--- config.mk ---
export PLATFORM = sky130hd
export DESIGN_NAME = man_seq_flat
export DESIGN_NICKNAME = d
export VERILOG_FILES = /design/src/rtl/man_seq_if.sv /design/src/rtl/man_seq.sv /design/src/flat_wrapper.sv
export SDC_FILE = /design/constraint.sdc
export NUM_CORES = 2
export LEC_CHECK = 0
export BUFFER_PORTS_ARGS = -buffer_cell sky130_fd_sc_hd__clkbuf_2
export CAP_MARGIN = 5
export CORE_MARGIN = 2
export CORE_UTILIZATION = 25
export DETAILED_ROUTE_END_ITERATION = 12
export PLACE_DENSITY = 0.52
export RECOVER_POWER = 50
export SYNTH_ARGS = -nofsm -noshare
export SYNTH_HDL_FRONTEND = slang
export SYNTH_SLANG_ARGS = --single-unit
export TNS_END_PERCENT = 100
--- constraint.sdc ---
create_clock -name clk -period 4.4 [get_ports clk]
set_input_delay 0.66 -clock clk [delete_from_list [all_inputs] [get_ports clk]]
set_output_delay 0.66 -clock clk [all_outputs]
set_load 0.01 [all_outputs]
--- src/rtl/man_seq_if.sv ---
// Bus bundle between a host/engine side (master) and the frame sequencer (slave).
interface man_seq_if #(
   parameter int FPW = 54
);
   logic           start;
   logic           stop;
   logic [FPW-1:0] cfg_x0;
   logic [FPW-1:0] cfg_y0;
   logic [FPW-1:0] cfg_xs;
   logic [FPW-1:0] cfg_ys;
   logic [FPW-1:0] cfg_dx;
   logic [FPW-1:0] cfg_dy;
   logic [5:0]     cfg_zshift;
   logic [15:0]    cfg_nframes;
   logic           man_done;
   logic           man_init;
   logic [FPW-1:0] man_x0;
   logic [FPW-1:0] man_y0;
   logic [FPW-1:0] man_xs;
   logic [FPW-1:0] man_ys;
   logic           busy;
   logic [15:0]    frame_cnt;
   logic           frame_done;
   logic           err_to;

   modport master (
      output start, stop, cfg_x0, cfg_y0, cfg_xs, cfg_ys, cfg_dx, cfg_dy,
             cfg_zshift, cfg_nframes, man_done,
      input  man_init, man_x0, man_y0, man_xs, man_ys, busy, frame_cnt,
             frame_done, err_to
   );

   modport slave (
      input  start, stop, cfg_x0, cfg_y0, cfg_xs, cfg_ys, cfg_dx, cfg_dy,
             cfg_zshift, cfg_nframes, man_done,
      output man_init, man_x0, man_y0, man_xs, man_ys, busy, frame_cnt,
             frame_done, err_to
   );
endinterface

--- src/rtl/man_seq.sv ---
// Frame sequencer for a Mandelbrot engine: loads a frame window, kicks the
// engine, waits for it to finish, then pans/zooms the window for the next frame.
module man_seq #(
   parameter int FPW    = 54,
   parameter int TO_CYC = 1024
) (
   input  logic     clk,
   input  logic     rst_n,
   man_seq_if.slave bus
);
   localparam int WDW = $clog2(TO_CYC + 1);

   typedef enum logic [2:0] {
      S_IDLE, S_LOAD, S_INIT, S_WAIT_BUSY, S_WAIT_DONE, S_UPDATE
   } state_t;

   state_t         r_state;
   state_t         w_state_next;
   logic [1:0]     r_sync;
   logic           w_done_s;
   logic [WDW-1:0] r_wd;
   logic           w_wd_exp;
   logic [FPW-1:0] r_x0;
   logic [FPW-1:0] r_y0;
   logic [FPW-1:0] r_xs;
   logic [FPW-1:0] r_ys;
   logic [FPW-1:0] w_xs_dec;
   logic [FPW-1:0] w_ys_dec;
   logic [15:0]    r_cnt;
   logic [15:0]    w_cnt_inc;
   logic           r_err_to;
   logic           r_stop_pend;
   logic           w_stop_req;
   logic           w_last;
   logic           w_man_init;
   logic           w_busy;
   logic           w_frame_done;

   assign w_done_s   = r_sync[1];
   assign w_wd_exp   = (r_wd == WDW'(TO_CYC - 1));
   assign w_cnt_inc  = r_cnt + 16'd1;
   // A stop arriving in the UPDATE cycle itself still ends after this frame.
   assign w_stop_req = r_stop_pend | bus.stop;
   assign w_last     = (bus.cfg_nframes != 16'd0) && (w_cnt_inc == bus.cfg_nframes);

   // Two-flop synchronizer for the engine's done level; idles high (engine idle).
   always_ff @(posedge clk or negedge rst_n) begin
      if (!rst_n) r_sync <= 2'b11;
      else        r_sync <= {r_sync[0], bus.man_done};
   end

   // Zoom decrement terms; zero shift or shift past the word width means no zoom.
   always_comb begin
      w_xs_dec = '0;
      w_ys_dec = '0;
      if ((bus.cfg_zshift != 6'd0) && (int'(bus.cfg_zshift) < FPW)) begin
         w_xs_dec = r_xs >> bus.cfg_zshift;
         w_ys_dec = r_ys >> bus.cfg_zshift;
      end
   end

   // State register.
   always_ff @(posedge clk or negedge rst_n) begin
      if (!rst_n) r_state <= S_IDLE;
      else        r_state <= w_state_next;
   end

   // Next-state logic; an engine that never drops done trips the watchdog.
   always_comb begin
      w_state_next = r_state;
      case (r_state)
         S_IDLE:      if (bus.start) w_state_next = S_LOAD;
         S_LOAD:      w_state_next = S_INIT;
         S_INIT:      w_state_next = S_WAIT_BUSY;
         S_WAIT_BUSY: begin
            if (!w_done_s)     w_state_next = S_WAIT_DONE;
            else if (w_wd_exp) w_state_next = S_IDLE;
         end
         S_WAIT_DONE: if (w_done_s) w_state_next = S_UPDATE;
         S_UPDATE:    w_state_next = (w_stop_req || w_last) ? S_IDLE : S_INIT;
         default:     w_state_next = S_IDLE;
      endcase
   end

   // State-decoded outputs.
   always_comb begin
      w_man_init   = 1'b0;
      w_busy       = (r_state != S_IDLE);
      w_frame_done = 1'b0;
      case (r_state)
         S_INIT, S_WAIT_BUSY: w_man_init   = 1'b1;
         S_UPDATE:            w_frame_done = 1'b1;
         default:             ;
      endcase
   end

   // Watchdog counts cycles spent in WAIT_BUSY only.
   always_ff @(posedge clk or negedge rst_n) begin
      if (!rst_n)                      r_wd <= '0;
      else if (r_state == S_WAIT_BUSY) r_wd <= r_wd + WDW'(1);
      else                             r_wd <= '0;
   end

   // Stop request is remembered until the sequencer returns to IDLE.
   always_ff @(posedge clk or negedge rst_n) begin
      if (!rst_n)                      r_stop_pend <= 1'b0;
      else if (w_state_next == S_IDLE) r_stop_pend <= 1'b0;
      else if (bus.stop)               r_stop_pend <= 1'b1;
   end

   // Frame window, frame counter and sticky watchdog error.
   always_ff @(posedge clk or negedge rst_n) begin
      if (!rst_n) begin
         r_x0     <= '0;
         r_y0     <= '0;
         r_xs     <= '0;
         r_ys     <= '0;
         r_cnt    <= '0;
         r_err_to <= 1'b0;
      end else begin
         if (r_state == S_IDLE && bus.start) begin
            r_cnt    <= '0;
            r_err_to <= 1'b0;
         end
         if (r_state == S_LOAD) begin
            r_x0 <= bus.cfg_x0;
            r_y0 <= bus.cfg_y0;
            r_xs <= bus.cfg_xs;
            r_ys <= bus.cfg_ys;
         end
         if (r_state == S_UPDATE) begin
            r_x0  <= r_x0 + bus.cfg_dx;
            r_y0  <= r_y0 + bus.cfg_dy;
            r_xs  <= r_xs - w_xs_dec;
            r_ys  <= r_ys - w_ys_dec;
            r_cnt <= w_cnt_inc;
         end
         if (r_state == S_WAIT_BUSY && w_done_s && w_wd_exp) r_err_to <= 1'b1;
      end
   end

   assign bus.man_init   = w_man_init;
   assign bus.busy       = w_busy;
   assign bus.frame_done = w_frame_done;
   assign bus.frame_cnt  = r_cnt;
   assign bus.err_to     = r_err_to;
   assign bus.man_x0     = r_x0;
   assign bus.man_y0     = r_y0;
   assign bus.man_xs     = r_xs;
   assign bus.man_ys     = r_ys;
endmodule

--- src/flat_wrapper.sv ---
// flat-port wrapper written by rule: the top's interface ports become plain ports
module man_seq_flat 
#(
   parameter int FPW    = 54,
   parameter int TO_CYC = 1024
)
  (clk, rst_n, bus_start, bus_stop, bus_cfg_x0, bus_cfg_y0, bus_cfg_xs, bus_cfg_ys, bus_cfg_dx, bus_cfg_dy, bus_cfg_zshift, bus_cfg_nframes, bus_man_done, bus_man_init, bus_man_x0, bus_man_y0, bus_man_xs, bus_man_ys, bus_busy, bus_frame_cnt, bus_frame_done, bus_err_to);
  man_seq_if #(.FPW(FPW)) bus_i ();
  input  logic clk;
  input  logic rst_n;
  input wire logic [$bits(bus_i.start)-1:0] bus_start;
  input wire logic [$bits(bus_i.stop)-1:0] bus_stop;
  input wire logic [$bits(bus_i.cfg_x0)-1:0] bus_cfg_x0;
  input wire logic [$bits(bus_i.cfg_y0)-1:0] bus_cfg_y0;
  input wire logic [$bits(bus_i.cfg_xs)-1:0] bus_cfg_xs;
  input wire logic [$bits(bus_i.cfg_ys)-1:0] bus_cfg_ys;
  input wire logic [$bits(bus_i.cfg_dx)-1:0] bus_cfg_dx;
  input wire logic [$bits(bus_i.cfg_dy)-1:0] bus_cfg_dy;
  input wire logic [$bits(bus_i.cfg_zshift)-1:0] bus_cfg_zshift;
  input wire logic [$bits(bus_i.cfg_nframes)-1:0] bus_cfg_nframes;
  input wire logic [$bits(bus_i.man_done)-1:0] bus_man_done;
  output wire logic [$bits(bus_i.man_init)-1:0] bus_man_init;
  output wire logic [$bits(bus_i.man_x0)-1:0] bus_man_x0;
  output wire logic [$bits(bus_i.man_y0)-1:0] bus_man_y0;
  output wire logic [$bits(bus_i.man_xs)-1:0] bus_man_xs;
  output wire logic [$bits(bus_i.man_ys)-1:0] bus_man_ys;
  output wire logic [$bits(bus_i.busy)-1:0] bus_busy;
  output wire logic [$bits(bus_i.frame_cnt)-1:0] bus_frame_cnt;
  output wire logic [$bits(bus_i.frame_done)-1:0] bus_frame_done;
  output wire logic [$bits(bus_i.err_to)-1:0] bus_err_to;
  assign bus_i.start = bus_start;
  assign bus_i.stop = bus_stop;
  assign bus_i.cfg_x0 = bus_cfg_x0;
  assign bus_i.cfg_y0 = bus_cfg_y0;
  assign bus_i.cfg_xs = bus_cfg_xs;
  assign bus_i.cfg_ys = bus_cfg_ys;
  assign bus_i.cfg_dx = bus_cfg_dx;
  assign bus_i.cfg_dy = bus_cfg_dy;
  assign bus_i.cfg_zshift = bus_cfg_zshift;
  assign bus_i.cfg_nframes = bus_cfg_nframes;
  assign bus_i.man_done = bus_man_done;
  assign bus_man_init = bus_i.man_init;
  assign bus_man_x0 = bus_i.man_x0;
  assign bus_man_y0 = bus_i.man_y0;
  assign bus_man_xs = bus_i.man_xs;
  assign bus_man_ys = bus_i.man_ys;
  assign bus_busy = bus_i.busy;
  assign bus_frame_cnt = bus_i.frame_cnt;
  assign bus_frame_done = bus_i.frame_done;
  assign bus_err_to = bus_i.err_to;
  man_seq #(.FPW(FPW), .TO_CYC(TO_CYC)) u_core (.clk(clk), .rst_n(rst_n), .bus(bus_i));
endmodule
==> results.txt <==
Sequential Area: 0.00629 mm2
Ys Warns: 0
final worst slack: -0.652 ns
routed via count: 33642
Filler cells: 12254
Max Transition Viols Final: 115
hold crit path type: in2reg
die width: 345 um
gr ovfl total: 0
Async S/R FF share, synth: 100%
mean routed wirelength per cell: 21.2 um
num rows: 125
layout cells sized above 1: 36.2%
Clock Skew: 0.0237 ns
vias in the first global route: 33329
Iter 0 DRT Violations: 2183
first-pass GRT wire length: 209000 um
multi-input combinational cell area: 0.0233 mm2
Simple-Gate Fraction of Synth Area: 19.3%
worst slew pin tran: 1.94 ns
status: finished, violations left
Setup CP Type: reg2reg
Arrival @ worst endpoint: 5.51 ns
Total Routing Usage GR: 22.5%
Starting Density: 25.1%
final critical-path required period: 5.05 ns
DRC: 0
worst-path maximum fanout: 3
final setup fails: 49
most common cell after layout, fill and taps aside: buf_4
Setup crit end kind: flip-flop
area share of fa/ha/maj cells after synthesis: 9.46%
initial antenna violation count: 13
Worst setup SP type: flip-flop
io pins: 587
final instance area: 0.0427 mm2
Post-DP HPWL: 112000 um
worst vdd ir: 0.000413 V
clock buffer depth: 3
Vias/cell: 5.11
drt pass-1 iters: 6
Mapped Cells: 3808
setup TNS: -16.12 ns
syn_area_per_cell: 7.65 um2
P&R area growth vs syn: 46.7%
Sink Count: 250
Critical Path RT: 4.86 ns
max_cap viols: 1
PD cells: 838 mW/mm2
placed inst area: 0.0391 mm2
Root Buffer Master: clkbuf_16
H-tree Lvls: 2
post-synth cell types: 90
post-synthesis mux area share: 13.2%
final hold vios: 0
commonest cells after routing, fill and taps aside: buf_4 (750), nand2_1 (607), clkbuf_2 (514)
Final Wtd Congestion: 0.961
Final Util: 36.9%
Post-Syn Area: 0.0291 mm2
Routed WL: 140000 um
top_reg_cell synth: dfrtp_1
Post-Layout Cell Count: 6578
post-synthesis xor/xnor area fraction: 6.49%
clk slew on worst S/H paths: 0.06 ns
syn nets: 4377
Compound-Gate Fraction of Synth Area: 26.0%
post-route ant nets: 0
total core area: 0.116 mm2
RSZ-0062 raised after global routing: true
net count reported at finish: 5591
number of I/O port buffers: 586
Final Cycle Share: 115%
pre-CTS WS: -1.39 ns
Rel. slew slack: -29.1%
leak pwr: 19.8 nW
CTS tree: yes
TritonCTS Buffers: 39
die area: 0.119 mm2
die height: 345 um
failing checks: capacitance limit, slew limit, setup timing
highest clock rate: 0.198 GHz
register area share after synthesis: 21.5%
largest family of logic cells by synthesized area: compound AO/OA/AOI/OAI gates
Post-synth EDFFs: 0
Worst-Skew Late Latency: 0.61 ns
Cell Count Post-Placement: 6417
Yosys reg bits: 250
largest net degree at the start of global routing: 103
[stage by stage]
stage	hold WS (ns)	total power, W
global placement	0.385	0.0297
floorplan	0.345	0.0186
detailed placement	0.387	0.0298
CTS	0.0771	0.0348
global route	0.127	0.0386
finish	0.149	0.0358
[sequential cells by signal, indices dropped and copies added (netlist names)]
signal and flops:
u_core.r_wd 11, u_core.bus.err_to 1, u_core.r_state 3, u_core.bus.man_ys 54, u_core.bus.man_x0 54, u_core.bus.man_y0 54
u_core.r_sync 2, u_core.r_stop_pend 1, u_core.bus.man_xs 54, u_core.bus.frame_cnt 16
[synthesized netlist by cell type (8+ instances only)]
cell type  number  area, um2
nand2_1       633       2380
a21oi_1       395       1980
o21ai_0       351       1760
nor2_1        273       1020
dfrtp_1       248       6210
ha_1          214       2680
mux2i_1       211       2110
clkbuf_1      191        717
xnor2_1       130       1140
a21o_1        120        901
xor2_1         86        753
mux4_2         73       1640
inv_1          68        255
nand3_1        60        300
and3_1         54        338
nor2b_1        50        313
buf_1          46        173
o22ai_1        45        282
nand4_1        41        257
a31oi_1        40        250
nor3_1         38        190
a211oi_1       37        278
o21a_1         35        263
o21ai_1        35        175
o21bai_1       29        218
nand2b_1       27        169
and2_1         24        150
o31ai_1        17        128
or2_2          16        100
o211ai_1       14        105
nor4_1         13       81.3
o22a_1         13        114
or3_1          11       68.8
and4_1          9       78.8
mux2_2          9        101
a221o_1         8       80.1
buf_2           8       40.0
o31a_1          8       70.1
[routing by layer]
layer	vias to the layer above	wire [um]	part of all wire, %	track usage (%)
met2	1033	66200	47	38.0
met4	18	3020	2.2	5.04
met1	16132	60900	44	29.1
met3	173	9400	6.7	5.00
li1	16286	-	-	-
met5	-	108	0.077	0
[report_power, final]
part	leakage [nW]	switching (W)	internal, W
Clock	0.639	0.00135	0.00196
Sequential	3.04	0.00135	0.00339
Combinational	16.2	0.0147	0.0131
[worst paths after layout]
kind / startpoint / endpoint / slack [ns] / cells after the start
setup reg to reg: u_core.bus.man_ys[15]$_DFFE_PN0P_ / u_core.bus.man_ys[42]$_DFFE_PN0P_ / -0.65 / 21
max in group asynchronous: rst_n / u_core.bus.man_x0[21]$_DFFE_PN0P_ / 0.76 / 3
hold reg to reg: u_core.r_sync[0]$_DFF_PN1_ / u_core.r_sync[1]$_DFF_PN1_ / 0.44 / 0
setup / recovery: u_core.bus.man_ys[15]$_DFFE_PN0P_ / u_core.bus.man_ys[42]$_DFFE_PN0P_ / -0.65 / 21
hold / removal: bus_man_done / u_core.r_sync[0]$_DFF_PN1_ / 0.15 / 1
min in group asynchronous: rst_n / u_core.bus.man_xs[26]$_DFFE_PN0P_ / 1.10 / 2
[cell families (layout without fill, tap and decap cells)]
kind of cell	Yosys count	count (layout)
fa+ha+maj	218	218
buf+inv	315	1557
flops	250	250
xor+xnor	216	216
simple gates	1268	1268
other cells	0	4
mux	293	293
compound gates	1248	1248
[critical path: stages (launching register included)]
cell and delay, ns:
dfrtp_2 0.45, mux4_2 0.50, mux2_4 0.31, nor2_4 0.09, a311oi_2 0.06, or3_1 0.32
o211a_1 0.15, ha_2 0.19, fa_2 0.39, nor2b_4 0.12, o31a_1 0.17, o21ai_2 0.07
a2111o_1 0.45, a2111oi_4 0.44, nor2_4 0.10, o211ai_4 0.24, buf_4 0.15, a31oi_2 0.11
o21bai_2 0.22, a31o_1 0.17, xnor2_1 0.11, o22ai_1 0.09
[cell type report]
cell class,count,share of cell area [%]
Antenna cell,4,0.0234
Timing Repair Buffer,1418,22.6
Multi-Input combinational cell,3243,54.5
Inverter,70,0.638
Clock buffer,55,2.64
Tap cell,1524,4.46
Sequential cell,250,14.7
Clock inverter,14,0.407
[repair_timing]
item / CTS / global route
hold buffers: 1 / 0
gates resized for setup: 258 / 196
setup endpoints to repair: 73 / 80
setup buffers: 58 / 45
hold endpoints to repair: 6 / 0
pin swaps: 110 / 120
cloned: 2 / 0
Power figures use the tool's default switching activity.
